**config.mk**
```make
export PLATFORM = sky130hd
export DESIGN_NAME = stream_fifo_buffer
export DESIGN_NICKNAME = d
export VERILOG_FILES = /design/src/rtl/stream_pkg.sv /design/src/rtl/stream_fifo_mem.sv /design/src/rtl/stream_fifo_buffer.sv
export SDC_FILE = /design/constraint.sdc
export NUM_CORES = 1
export LEC_CHECK = 0
export CORE_ASPECT_RATIO = 1.1
export CORE_MARGIN = 10
export CORE_UTILIZATION = 25
export CTS_BUF_LIST = sky130_fd_sc_hd__clkbuf_16
export CTS_CLUSTER_SIZE = 16
export DETAILED_ROUTE_END_ITERATION = 12
export HOLD_SLACK_MARGIN = 0.15
export RECOVER_POWER = 50
export SYNTH_ARGS = -nofsm -noshare
export SYNTH_HDL_FRONTEND = slang
export SYNTH_HIERARCHICAL = 1
export SYNTH_SLANG_ARGS = --single-unit
```
**constraint.sdc**
```tcl
create_clock -name clk -period 8.36 [get_ports clk]
set_input_delay 1.254 -clock clk [delete_from_list [all_inputs] [get_ports clk]]
set_output_delay 1.254 -clock clk [all_outputs]
set_load 0.01 [all_outputs]
```
**src/rtl/stream_pkg.sv**
```systemverilog
// Shared definitions for the streaming datapath: common payload type,
// default buffer depth and a pointer-sizing helper.
package stream_pkg;

    typedef logic [7:0] byte_t;

    localparam int DEF_FIFO_DEPTH = 8;

    // Address width for a storage array of 'value' entries; never below 1 so
    // that a 2-entry (or degenerate) buffer still gets a legal index vector.
    function automatic int clog2_safe(input int value);
        return (value <= 2) ? 1 : $clog2(value);
    endfunction

endpackage

```
**src/rtl/stream_fifo_mem.sv**
```systemverilog
// Storage array for the stream FIFO: one synchronous write port and one
// asynchronous read port, so the head entry can fall through to the output
// in the same cycle its address is presented. Contents are not reset.
module stream_fifo_mem
    import stream_pkg::*;
#(
    parameter int DATA_W = 8,
    parameter int DEPTH  = DEF_FIFO_DEPTH,
    parameter int AW     = clog2_safe(DEPTH)
) (
    input  logic              clk,
    input  logic              i_wr_en,
    input  logic [AW-1:0]     i_wr_addr,
    input  logic [DATA_W-1:0] i_wr_data,
    input  logic [AW-1:0]     i_rd_addr,
    output logic [DATA_W-1:0] o_rd_data
);

    logic [DATA_W-1:0] r_mem [DEPTH];

    // Write the addressed entry on an accepted push.
    always_ff @(posedge clk) begin
        if (i_wr_en) begin
            r_mem[i_wr_addr] <= i_wr_data;
        end
    end

    assign o_rd_data = r_mem[i_rd_addr];

endmodule

```
**src/rtl/stream_fifo_buffer.sv**
```systemverilog
// Elastic valid/ready FIFO with first-word-fall-through output. Pointers carry
// an extra wrap bit so full and empty are told apart without a counter; a
// separate occupancy register feeds level/almost_full/high_water directly.
module stream_fifo_buffer
    import stream_pkg::*;
#(
    parameter int DATA_W    = 8,
    parameter int DEPTH     = DEF_FIFO_DEPTH,
    parameter int AF_THRESH = 6
) (
    input  logic                     clk,
    input  logic                     rst_n,
    input  logic [DATA_W-1:0]        in_data,
    input  logic                     in_valid,
    output logic                     in_ready,
    output logic [DATA_W-1:0]        out_data,
    output logic                     out_valid,
    input  logic                     out_ready,
    output logic [$clog2(DEPTH):0]   level,
    output logic                     almost_full,
    output logic [$clog2(DEPTH):0]   high_water
);

    localparam int AW = clog2_safe(DEPTH);
    localparam int PW = AW + 1;

    logic [PW-1:0]     r_wr_ptr;
    logic [PW-1:0]     r_rd_ptr;
    logic [PW-1:0]     r_level;
    logic [PW-1:0]     r_high_water;

    logic              w_empty;
    logic              w_full;
    logic              w_push;
    logic              w_pop;
    logic [PW-1:0]     w_level_next;
    logic [PW-1:0]     w_high_water_next;
    logic [DATA_W-1:0] w_rd_data;

    assign w_empty = (r_wr_ptr == r_rd_ptr);
    assign w_full  = (r_wr_ptr[AW-1:0] == r_rd_ptr[AW-1:0]) &&
                     (r_wr_ptr[AW] != r_rd_ptr[AW]);

    // in_ready depends only on state, so a pop cannot open a slot for a push
    // in the same cycle; that keeps in_ready free of any path from out_ready.
    assign w_push = in_valid & ~w_full;
    assign w_pop  = out_ready & ~w_empty;

    // Next occupancy and running maximum from this cycle's handshakes.
    always_comb begin
        w_level_next = r_level;
        case ({w_push, w_pop})
            2'b10:   w_level_next = r_level + PW'(1);
            2'b01:   w_level_next = r_level - PW'(1);
            default: w_level_next = r_level;
        endcase
        w_high_water_next = r_high_water;
        if (w_level_next > r_high_water) begin
            w_high_water_next = w_level_next;
        end
    end

    // Pointer, level and high-water state; pointers wrap naturally because
    // DEPTH is a power of two, toggling the wrap bit on each pass.
    always_ff @(posedge clk or negedge rst_n) begin
        if (!rst_n) begin
            r_wr_ptr     <= '0;
            r_rd_ptr     <= '0;
            r_level      <= '0;
            r_high_water <= '0;
        end else begin
            if (w_push) begin
                r_wr_ptr <= r_wr_ptr + PW'(1);
            end
            if (w_pop) begin
                r_rd_ptr <= r_rd_ptr + PW'(1);
            end
            r_level      <= w_level_next;
            r_high_water <= w_high_water_next;
        end
    end

    stream_fifo_mem #(
        .DATA_W (DATA_W),
        .DEPTH  (DEPTH),
        .AW     (AW)
    ) u_mem (
        .clk       (clk),
        .i_wr_en   (w_push),
        .i_wr_addr (r_wr_ptr[AW-1:0]),
        .i_wr_data (in_data),
        .i_rd_addr (r_rd_ptr[AW-1:0]),
        .o_rd_data (w_rd_data)
    );

    // Output is masked while empty so stale storage never shows on out_data
    // and the reset value of out_data is zero.
    assign out_valid   = ~w_empty;
    assign out_data    = w_empty ? '0 : w_rd_data;
    assign in_ready    = ~w_full;
    assign level       = r_level;
    assign almost_full = (r_level >= PW'(AF_THRESH));
    assign high_water  = r_high_water;

    // Protocol invariants.
    a_level_bound: assert property (@(posedge clk) disable iff (!rst_n)
        r_level <= PW'(DEPTH));
    a_out_stable: assert property (@(posedge clk) disable iff (!rst_n)
        (out_valid && !out_ready) |=> (out_valid && $stable(out_data)));

endmodule
```
; ---- Word level (Yosys, flattened, before mapping)
; Memories as Yosys holds them, arrays and structs flattened.
; Index checks and enable logic that the tools add are counted.
[classes]
n_addsub = 4
magnitude_cmp = 2
n_eq_ne = 5
n_mux = 4
bitwise_logic = 4
n_reduce_logical = 1
[ops]
columns = operator, n
row1 = "adder 4 x 1 -> 4 bit, second input constant", 3
row2 = 2-to-1 mux 8 bit, 1
row3 = one-hot mux 4 bit (2 select lines), 1
row4 = equality test 4 bit, 1
row5 = ">= comparator 4 x 3 -> 1 bit, second input constant", 1
row6 = greater-than comparator 4 bit, 1
row7 = "subtractor 4 x 1 -> 4 bit, second input constant", 1
row8 = equality test 3 bit, 1
row9 = bitwise AND 1 bit, 2
row10 = "equality test 2 x 1 -> 1 bit, second input constant", 1
row11 = "equality test 2 bit, second input constant", 1
row12 = 2-to-1 mux 1 bit, 2
row13 = inverter 1 bit, 2
row14 = logical AND 1 bit, 1
row15 = inequality test 1 bit, 1
[totals]
register_bits = 16
ram_bits = 64
input_bits = 12
output_inout_bits = 19
mem_count = 1
[mem_list]
columns = name, words, width, rd, rd_ports_with_merged_regs, write_ports, line
row1 = u_mem.r_mem, 8, 8, 1, 0, 1, stream_fifo_mem.sv:19  ; logic [DATA_W-1:0] r_mem [DEPTH];

; ---- Depth between registers and ports, before layout
; Gate-level depths: netlist (run 1).
[logic_depth]
word_depth = 7
depth_mapped = 13
mapped_depth_nobuf = 13

; ---- Modules after synthesis
; Netlist (run 1), hierarchy kept.
[modules_own_cells]
columns = module, n_inst, cells_each, area_each_um2, seq_area_each_um2
row1 = stream_fifo_mem, 1, 106, 2531.2, 1921.8
row2 = stream_fifo_buffer, 1, 92, 1061.0, 400.4

; ---- Least setup slack after synthesis (run 1)
; Ideal clock, no wire load.
[synth_path]
kind = input to register
startpoint = input in_valid
endpoint = register r_high_water[0] (netlist: high_water[0])
setup_ns = 0.125
arrival_time_ns = 3.873
slack_ns = 4.363
cell_stages = 10
n_path_buf = 0
path_cell_list = o41ai_4 ha_1 ha_1 or4b_1 o311ai_1 o211ai_2 ha_1 and4_1 a21oi_1 mux2_2
[synth_via]
elab_chain_len = 4
word_cells_on_any_way = 5
classes_between = order compare: 1 / eq/ne: 2 / mux: 1 / bitwise: 1
[synth_rtl]
columns = element, line
row1 = from (decl), stream_fifo_buffer.sv:14  ; input logic in_valid,
row2 = bitwise AND 1 bit *, stream_fifo_buffer.sv:46  ; assign w_push = in_valid & ~w_full;
row3 = equality test 2 x 1 -> 1 bit or equality test 2 bit (tied branches), stream_fifo_buffer.sv:52  ; case ({w_push, w_pop})
row4 = one-hot mux 4 bit (2 select lines) *, stream_fifo_buffer.sv:52
row5 = net w_level_next[3], stream_fifo_buffer.sv:36  ; logic [PW-1:0] w_level_next;
row6 = greater-than comparator 4 bit *, stream_fifo_buffer.sv:58  ; if (w_level_next > r_high_water) begin
row7 = to (signal assigned), stream_fifo_buffer.sv:79  ; r_high_water <= w_high_water_next;
row8 = to (decl), stream_fifo_buffer.sv:30  ; logic [PW-1:0] r_high_water;
; Mark *: on every way through the listed nets, which the timed path passes. The rest lies on a longest branch.
; A chain may end at the register's enable or synchronous reset.

; ---- Worst setup path after layout (run 1)
[layout_path]
startpoint = register r_rd_ptr[0]
endpoint = register r_high_water[2] (netlist: high_water[2])
[layout_via]
word_cells_on_any_way = 11
classes_between = order compare: 1 / eq/ne: 4 / mux: 1 / bitwise: 4 / reduce/logical: 1
[layout_rtl]
columns = element, line
row1 = from (decl), stream_fifo_buffer.sv:28  ; logic [PW-1:0] r_rd_ptr;
row2 = from (signal assigned), stream_fifo_buffer.sv:76  ; r_rd_ptr <= r_rd_ptr + PW'(1);
row3 = equality test 4 bit *, stream_fifo_buffer.sv:40  ; assign w_empty = (r_wr_ptr == r_rd_ptr);
row4 = inverter 1 bit *, stream_fifo_buffer.sv:47  ; assign w_pop = out_ready & ~w_empty;
row5 = bitwise AND 1 bit *, stream_fifo_buffer.sv:47
row6 = net w_pop, stream_fifo_buffer.sv:35  ; logic w_pop;
row7 = equality test 2 x 1 -> 1 bit or equality test 2 bit (tied branches), stream_fifo_buffer.sv:52
row8 = one-hot mux 4 bit (2 select lines) *, stream_fifo_buffer.sv:52
row9 = net w_level_next[3], stream_fifo_buffer.sv:36
row10 = greater-than comparator 4 bit *, stream_fifo_buffer.sv:58
; Marks and branches as above.

==> results of run 1 <==
synthesized netlist by cell type, drive strengths merged:
cell type | number | area, um^2
a2111o | 1 | 11.3
a21o | 1 | 7.51
a21oi | 4 | 20.0
and2 | 8 | 50.1
and3 | 2 | 12.5
and4 | 1 | 8.76
buf | 6 | 62.6
clkbuf | 1 | 3.75
dfrtp | 16 | 400
edfxtp | 64 | 1920
fa | 1 | 20.0
ha | 9 | 113
inv | 7 | 26.3
mux2 | 16 | 184
mux4 | 16 | 417
nand2 | 4 | 17.5
nand2b | 3 | 18.8
nand3 | 4 | 25.0
nand4 | 1 | 6.26
nor2 | 8 | 30.0
nor2b | 1 | 6.26
nor3 | 2 | 10.0
nor3b | 2 | 15.0
o211ai | 2 | 20.0
o21ai | 1 | 5.00
o311ai | 1 | 8.76
o41ai | 1 | 27.5
or4 | 1 | 7.51
or4b | 2 | 23.8
xnor2 | 7 | 68.8
xor2 | 5 | 43.8
power breakdown:
group	internal, mW	switching [mW]	leakage (nW)	total (mW)
combinational	0.403	0.300	0.624	0.703
sequential	0.527	0.109	0.771	0.635
clock	0.262	0.151	0.156	0.412
total	1.19	0.559	1.55	1.75
worst max-delay path: stages, from the launching register on:
cell and delay [ps]:
dfrtp_1 1020, xor2_1 230, or4b_1 770, nand2_1 230, inv_1 70, ha_1 290, ha_1 400, or4b_1 540
o311ai_1 130, o211ai_2 140, ha_1 320, and4_1 210, a21oi_1 350, mux2_2 390
cell families after synthesis:
family | count (synthesis)
buffers and inverters | 14
and+or+nand+nor | 39
muxes | 32
DFF | 80
xor gates and xnor gates | 12
AOI/OAI and AO/OA | 11
adders and majority gates | 10
through the flow:
stage | total power [mW] | hold WS, ps
2_1_floorplan | 1.12 | 492
3_3_place_gp | 1.35 | 508
3_5_place_dp | 1.38 | 508
4_1_cts | 1.80 | 519
5_1_grt | 1.88 | 538
6_report | 1.75 | 512
placed cells by master, fill, tap and decap left out, drive strengths merged, types with 2 or more instances in the layout:
cell type and count:
mux2 16, xor2 5, and2 8, clkinv 2, ha 9, and3 2
clkbuf 9, inv 9, nand2 4, mux4 16, nand2b 3, o211ai 2
clkdlybuf4s50 18, or4b 2, nor2 8, nand3 4, xnor2 7, bufinv 2
edfxtp 64, buf 2, dfrtp 16, dlygate4sd3 12, nor3b 2, a21oi 4
nor3 2
area by class of cell:
| class | count | area, um^2 |
|---|---|---|
| fill | 1418 | 9600 |
| sequential | 80 | 2320 |
| multi-input combinational | 104 | 1150 |
| timing repair buffer | 32 | 315 |
| tap | 188 | 235 |
| clock buffer | 9 | 225 |
| clock inverter | 6 | 91.3 |
| inverter | 7 | 26.3 |
sequential cells by signal, summed over array words and instances, names as in the netlist:
name / cells
high_water: 4
r_rd_ptr: 4
u_mem/r_mem: 64
level: 4
r_wr_ptr: 4
worst min-delay path by stage:
| stage | from | slack (ps) | depth (start not counted) | endpoint |
|---|---|---|---|---|
| global placement | r_wr_ptr[3]$_DFFE_PN0P_ | 510 | 1 | r_wr_ptr[3]$_DFFE_PN0P_ |
| finish | r_wr_ptr[3]$_DFFE_PN0P_ | 510 | 1 | r_wr_ptr[3]$_DFFE_PN0P_ |
| CTS | r_wr_ptr[3]$_DFFE_PN0P_ | 520 | 1 | r_wr_ptr[3]$_DFFE_PN0P_ |
| floorplan | r_wr_ptr[3]$_DFFE_PN0P_ | 490 | 1 | r_wr_ptr[3]$_DFFE_PN0P_ |
| global route | r_wr_ptr[3]$_DFFE_PN0P_ | 540 | 1 | r_wr_ptr[3]$_DFFE_PN0P_ |
| detailed placement | r_wr_ptr[3]$_DFFE_PN0P_ | 510 | 1 | r_wr_ptr[3]$_DFFE_PN0P_ |
metal layers:
metal / vias to the layer above / global-route usage / share of wire
met5: - / 0 / 0
met4: 0 / 0.0212 / 0.0069
met3: 8 / 0.0303 / 0.056
met2: 38 / 0.109 / 0.48
met1: 909 / 0.0890 / 0.46
li1: 857 / - / -
==> metrics.yaml, run 1 <==
synthesis:
  synth_nets: 220
  ys_seq_area_frac: 0.646
  synth.distinct_cells: 42
  synth_area_mm2: 0.00359
  synthXorXnorAreaFrac: 0.0313
  avgSynthCellArea_um2: 18.1
  yosys_warnings: 6
  synth_mux_area_frac: 0.167
  synth_simple_gate_area_frac: 0.0644
  synth_compound_area_frac: 0.0279
  synth-adder-area-share: 0.0369
  synth_top_family_by_area: "multiplexers"
  ys_seq_elements: 80
  syn-instance-count: 198
grt:
  grt_max_degree: 21
  grt_pass1_wl_um: 10800
  track_usage: 0.0714
  grt_pass1_vias: 1946
  grt_overflow: 0
  antenna_found_initial: 0
routing:
  drtPass1Iterations: 4
  drc: 0
  post_drt_wl_per_cell_um: 15.7
  vias: 1812
  wirelength_um: 6680
  via_per_inst: 4.25
  drtIter0Drc: 93
  antenna_left: 0
floorplanning:
  die_area_mm2: 0.0196
  fp-row-count: 45
  pin_count: 31
  start_util: 0.257
  core-area_mm2: 0.0140
  die_x_um: 134
  die_h_um: 146
sta:
  tns_ps: 0
  timing.final.crit_share: 0.622
  worst_pin_slew_ps: 1020
  final_hold_viol_count: 0
  relSlewSlack: 0.319
  fin_skew_ps: 9.62
  rsz0062_at_grt: "false"
  finalSetupViolations: 0
  fin_ws_ps: 3160
  max_freq_mhz: 192
  slew_viol_final: 0
  min_period_ps: 5200
layout:
  fin_util: 0.313
  layout-drive-gt1-share: 0.151
  area_delta_synth_final_pct: 21.6
  fin_nets: 256
  final_cells: 426
  antenna_cells: 0
  fin_area_mm2: 0.00437
clock_network:
  cts_tree: "yes"
  cts_max_level: 3
  post_cts.repair.setup_buffers: 0
  numCtsBuffers: 9
  cts.sinks: 80
  ctsResizeCount: 0
  cts_buffer_depth: 2
  cts-hold-fix-buffers: 0
  clk_pin_slew_ps: 60
  cts_root_buffer: "clkbuf_16"
  clk-insertion-delay-late_ps: 330
worst_setup_path:
  cp-end-kind: "flop"
  r2r_setup_slack_ps: 3160
  required_ps: 8570
  worst-setup-path-type: "flop to flop"
  reg2reg_depth: 13
  reg2reg_from: "r_rd_ptr[0]$_DFFE_PN0P_"
  endpoint: "high_water[2]$_DFFE_PN0N_"
  startpoint_type: "flop"
  path_max_fanout: 20
  arrival_ps: 5410
  critPathLaunch: "r_rd_ptr[0]$_DFFE_PN0P_"
  reg2reg_to: "high_water[2]$_DFFE_PN0N_"
placement:
  dp_cells: 411
  place.gp.congestion: 0.755
  placed_area_mm2: 0.00408
  dpl.hpwl_um: 4480
  io_buffers: 30
  post-place-ws_ps: 3230
outcome:
  run_status: "completed"
run:
  cap_violations: 0
hold_path:
  hold_class: "flop to flop"
power_and_ir_drop:
  vdd_drop_max_mv: 0.232
  powerDensity_mw_per_mm2: 401
  leakagePower_nw: 1.55
Note: power is estimated with default switching activity, not from simulation.
==> run 2: changes to the inputs <==
clock period = 4.6 ns   (was 8.36 ns; I/O delays follow)
==> metrics.yaml, run 2 (synthesis results as in run 1) <==
layout:
  final_common_cell: "edfxtp_1"
  fin_area_mm2: 0.00442
  n_fill_cell: 1398
  fin_nets: 258
  final_cells: 429
  regMostFlops: "u_mem/r_mem"
  area_delta_synth_final_pct: 23.0
  fin_util: 0.316
  layout_common_cells: "64 x edfxtp_1, 19 x clkdlybuf4s50_1, 16 x dfrtp_1"
  largest_reg_flops: 64
  antenna_cells: 0
  layout-drive-gt1-share: 0.174
worst_setup_path:
  required_ps: 4820
  worst-setup-path-type: "flop to flop"
  critPathBufInv: 1
  path_cells: "xor2_1 > or4b_4 > nand2_2 > inv_1 > ha_1 > ha_1 > or4b_1 > o311ai_1 > o211ai_2 > ha_1 > and4_1 > a21oi_2 > mux2_2"
  slowest_delay_ps: 680
  cpLargestDelayFamily: "simple AND/OR/NAND/NOR gates"
  startpoint_type: "flop"
  crit_top_cell: "ha_1"
  cp-end-kind: "flop"
  arrival_ps: 4520
  path_max_fanout: 12
  crit_slowest_cell: "or4b_4"
routing:
  drtPass1Iterations: 6
  antenna_left: 0
  vias: 1827
  wirelength_um: 6930
  drtIter0Drc: 80
  drc: 0
  post_drt_wl_per_cell_um: 16.2
  via_per_inst: 4.26
sta:
  timing.final.crit_share: 0.934
  finalSetupViolations: 0
  fin_ws_ps: 303
  fin_skew_ps: 6.75
  relSlewSlack: 0.356
  worst_pin_slew_ps: 962
  final_hold_viol_count: 0
  min_period_ps: 4300
  rsz0062_at_grt: "false"
  slew_viol_final: 0
  tns_ps: 0
  max_freq_mhz: 233
  timing.hold.ws_ps: 524
grt:
  track_usage: 0.0745
  grt_pass1_vias: 1934
  grt_pass1_wl_um: 10900
  grt_max_degree: 20
  grt_overflow: 0
  antenna_found_initial: 0
power_and_ir_drop:
  vdd_drop_max_mv: 0.394
  leakagePower_nw: 1.57
  powerDensity_mw_per_mm2: 740
  power_mw: 3.27
clock_network:
  cts_root_buffer: "clkbuf_16"
  cts_max_level: 3
  clk-insertion-delay-late_ps: 340
  numCtsBuffers: 9
  clk_pin_slew_ps: 60
  ctsResizeCount: 0
  cts-hold-fix-buffers: 0
  cts.sinks: 80
  cts_buffer_depth: 2
  cts_tree: "yes"
  post_cts.repair.setup_buffers: 0
placement:
  io_buffers: 30
  dp_cells: 413
  post-place-ws_ps: 167
  dpl.hpwl_um: 4510
  placed_area_mm2: 0.00410
  place.gp.congestion: 0.742
floorplanning:
  die_h_um: 146
  core-area_mm2: 0.0140
  start_util: 0.257
  die_x_um: 134
  pin_count: 31
  die_area_mm2: 0.0196
  fp-row-count: 45
run:
  cap_violations: 0
hold_path:
  hold_class: "flop to flop"
outcome:
  run_status: "completed"
run 2: power breakdown:
| group | switching (mW) | internal (mW) | leakage (nW) |
|---|---|---|---|
| clock | 0.280 | 0.475 | 0.155 |
| combinational | 0.669 | 0.773 | 0.645 |
| sequential | 0.112 | 0.960 | 0.771 |
| total | 1.06 | 2.21 | 1.57 |
run 2: layer usage:
layer | vias up | part of all wire | track usage
li1 | 863 | - | -
met1 | 919 | 0.45 | 0.0884
met2 | 38 | 0.48 | 0.115
met3 | 7 | 0.058 | 0.0348
met4 | 0 | 0.013 | 0.0278
met5 | - | 0 | 0
run 2: worst paths after layout:
path | from | to | slack, ps | depth (start not counted)
max | r_wr_ptr[1]$_DFFE_PN0P_ | high_water[2]$_DFFE_PN0N_ | 300 | 13
min | r_wr_ptr[3]$_DFFE_PN0P_ | r_wr_ptr[3]$_DFFE_PN0P_ | 520 | 1
max reg2reg | r_wr_ptr[1]$_DFFE_PN0P_ | high_water[2]$_DFFE_PN0N_ | 300 | 13
min reg2reg | r_wr_ptr[3]$_DFFE_PN0P_ | r_wr_ptr[3]$_DFFE_PN0P_ | 520 | 1
max in group asynchronous | rst_n | r_rd_ptr[1]$_DFFE_PN0P_ | 3220 | 1
min in group asynchronous | rst_n | high_water[2]$_DFFE_PN0N_ | 880 | 1
run 2: final cells by class:
cell class              count  area [um^2]  area share
clock buffers               9          225      0.0510
clock inverters             7         93.8      0.0212
inverters                   7         26.3     0.00595
multi-input cells         104         1190       0.268
flip-flops and latches     80         2320       0.525
well taps                 188          235      0.0532
repair buffers             34          330      0.0747
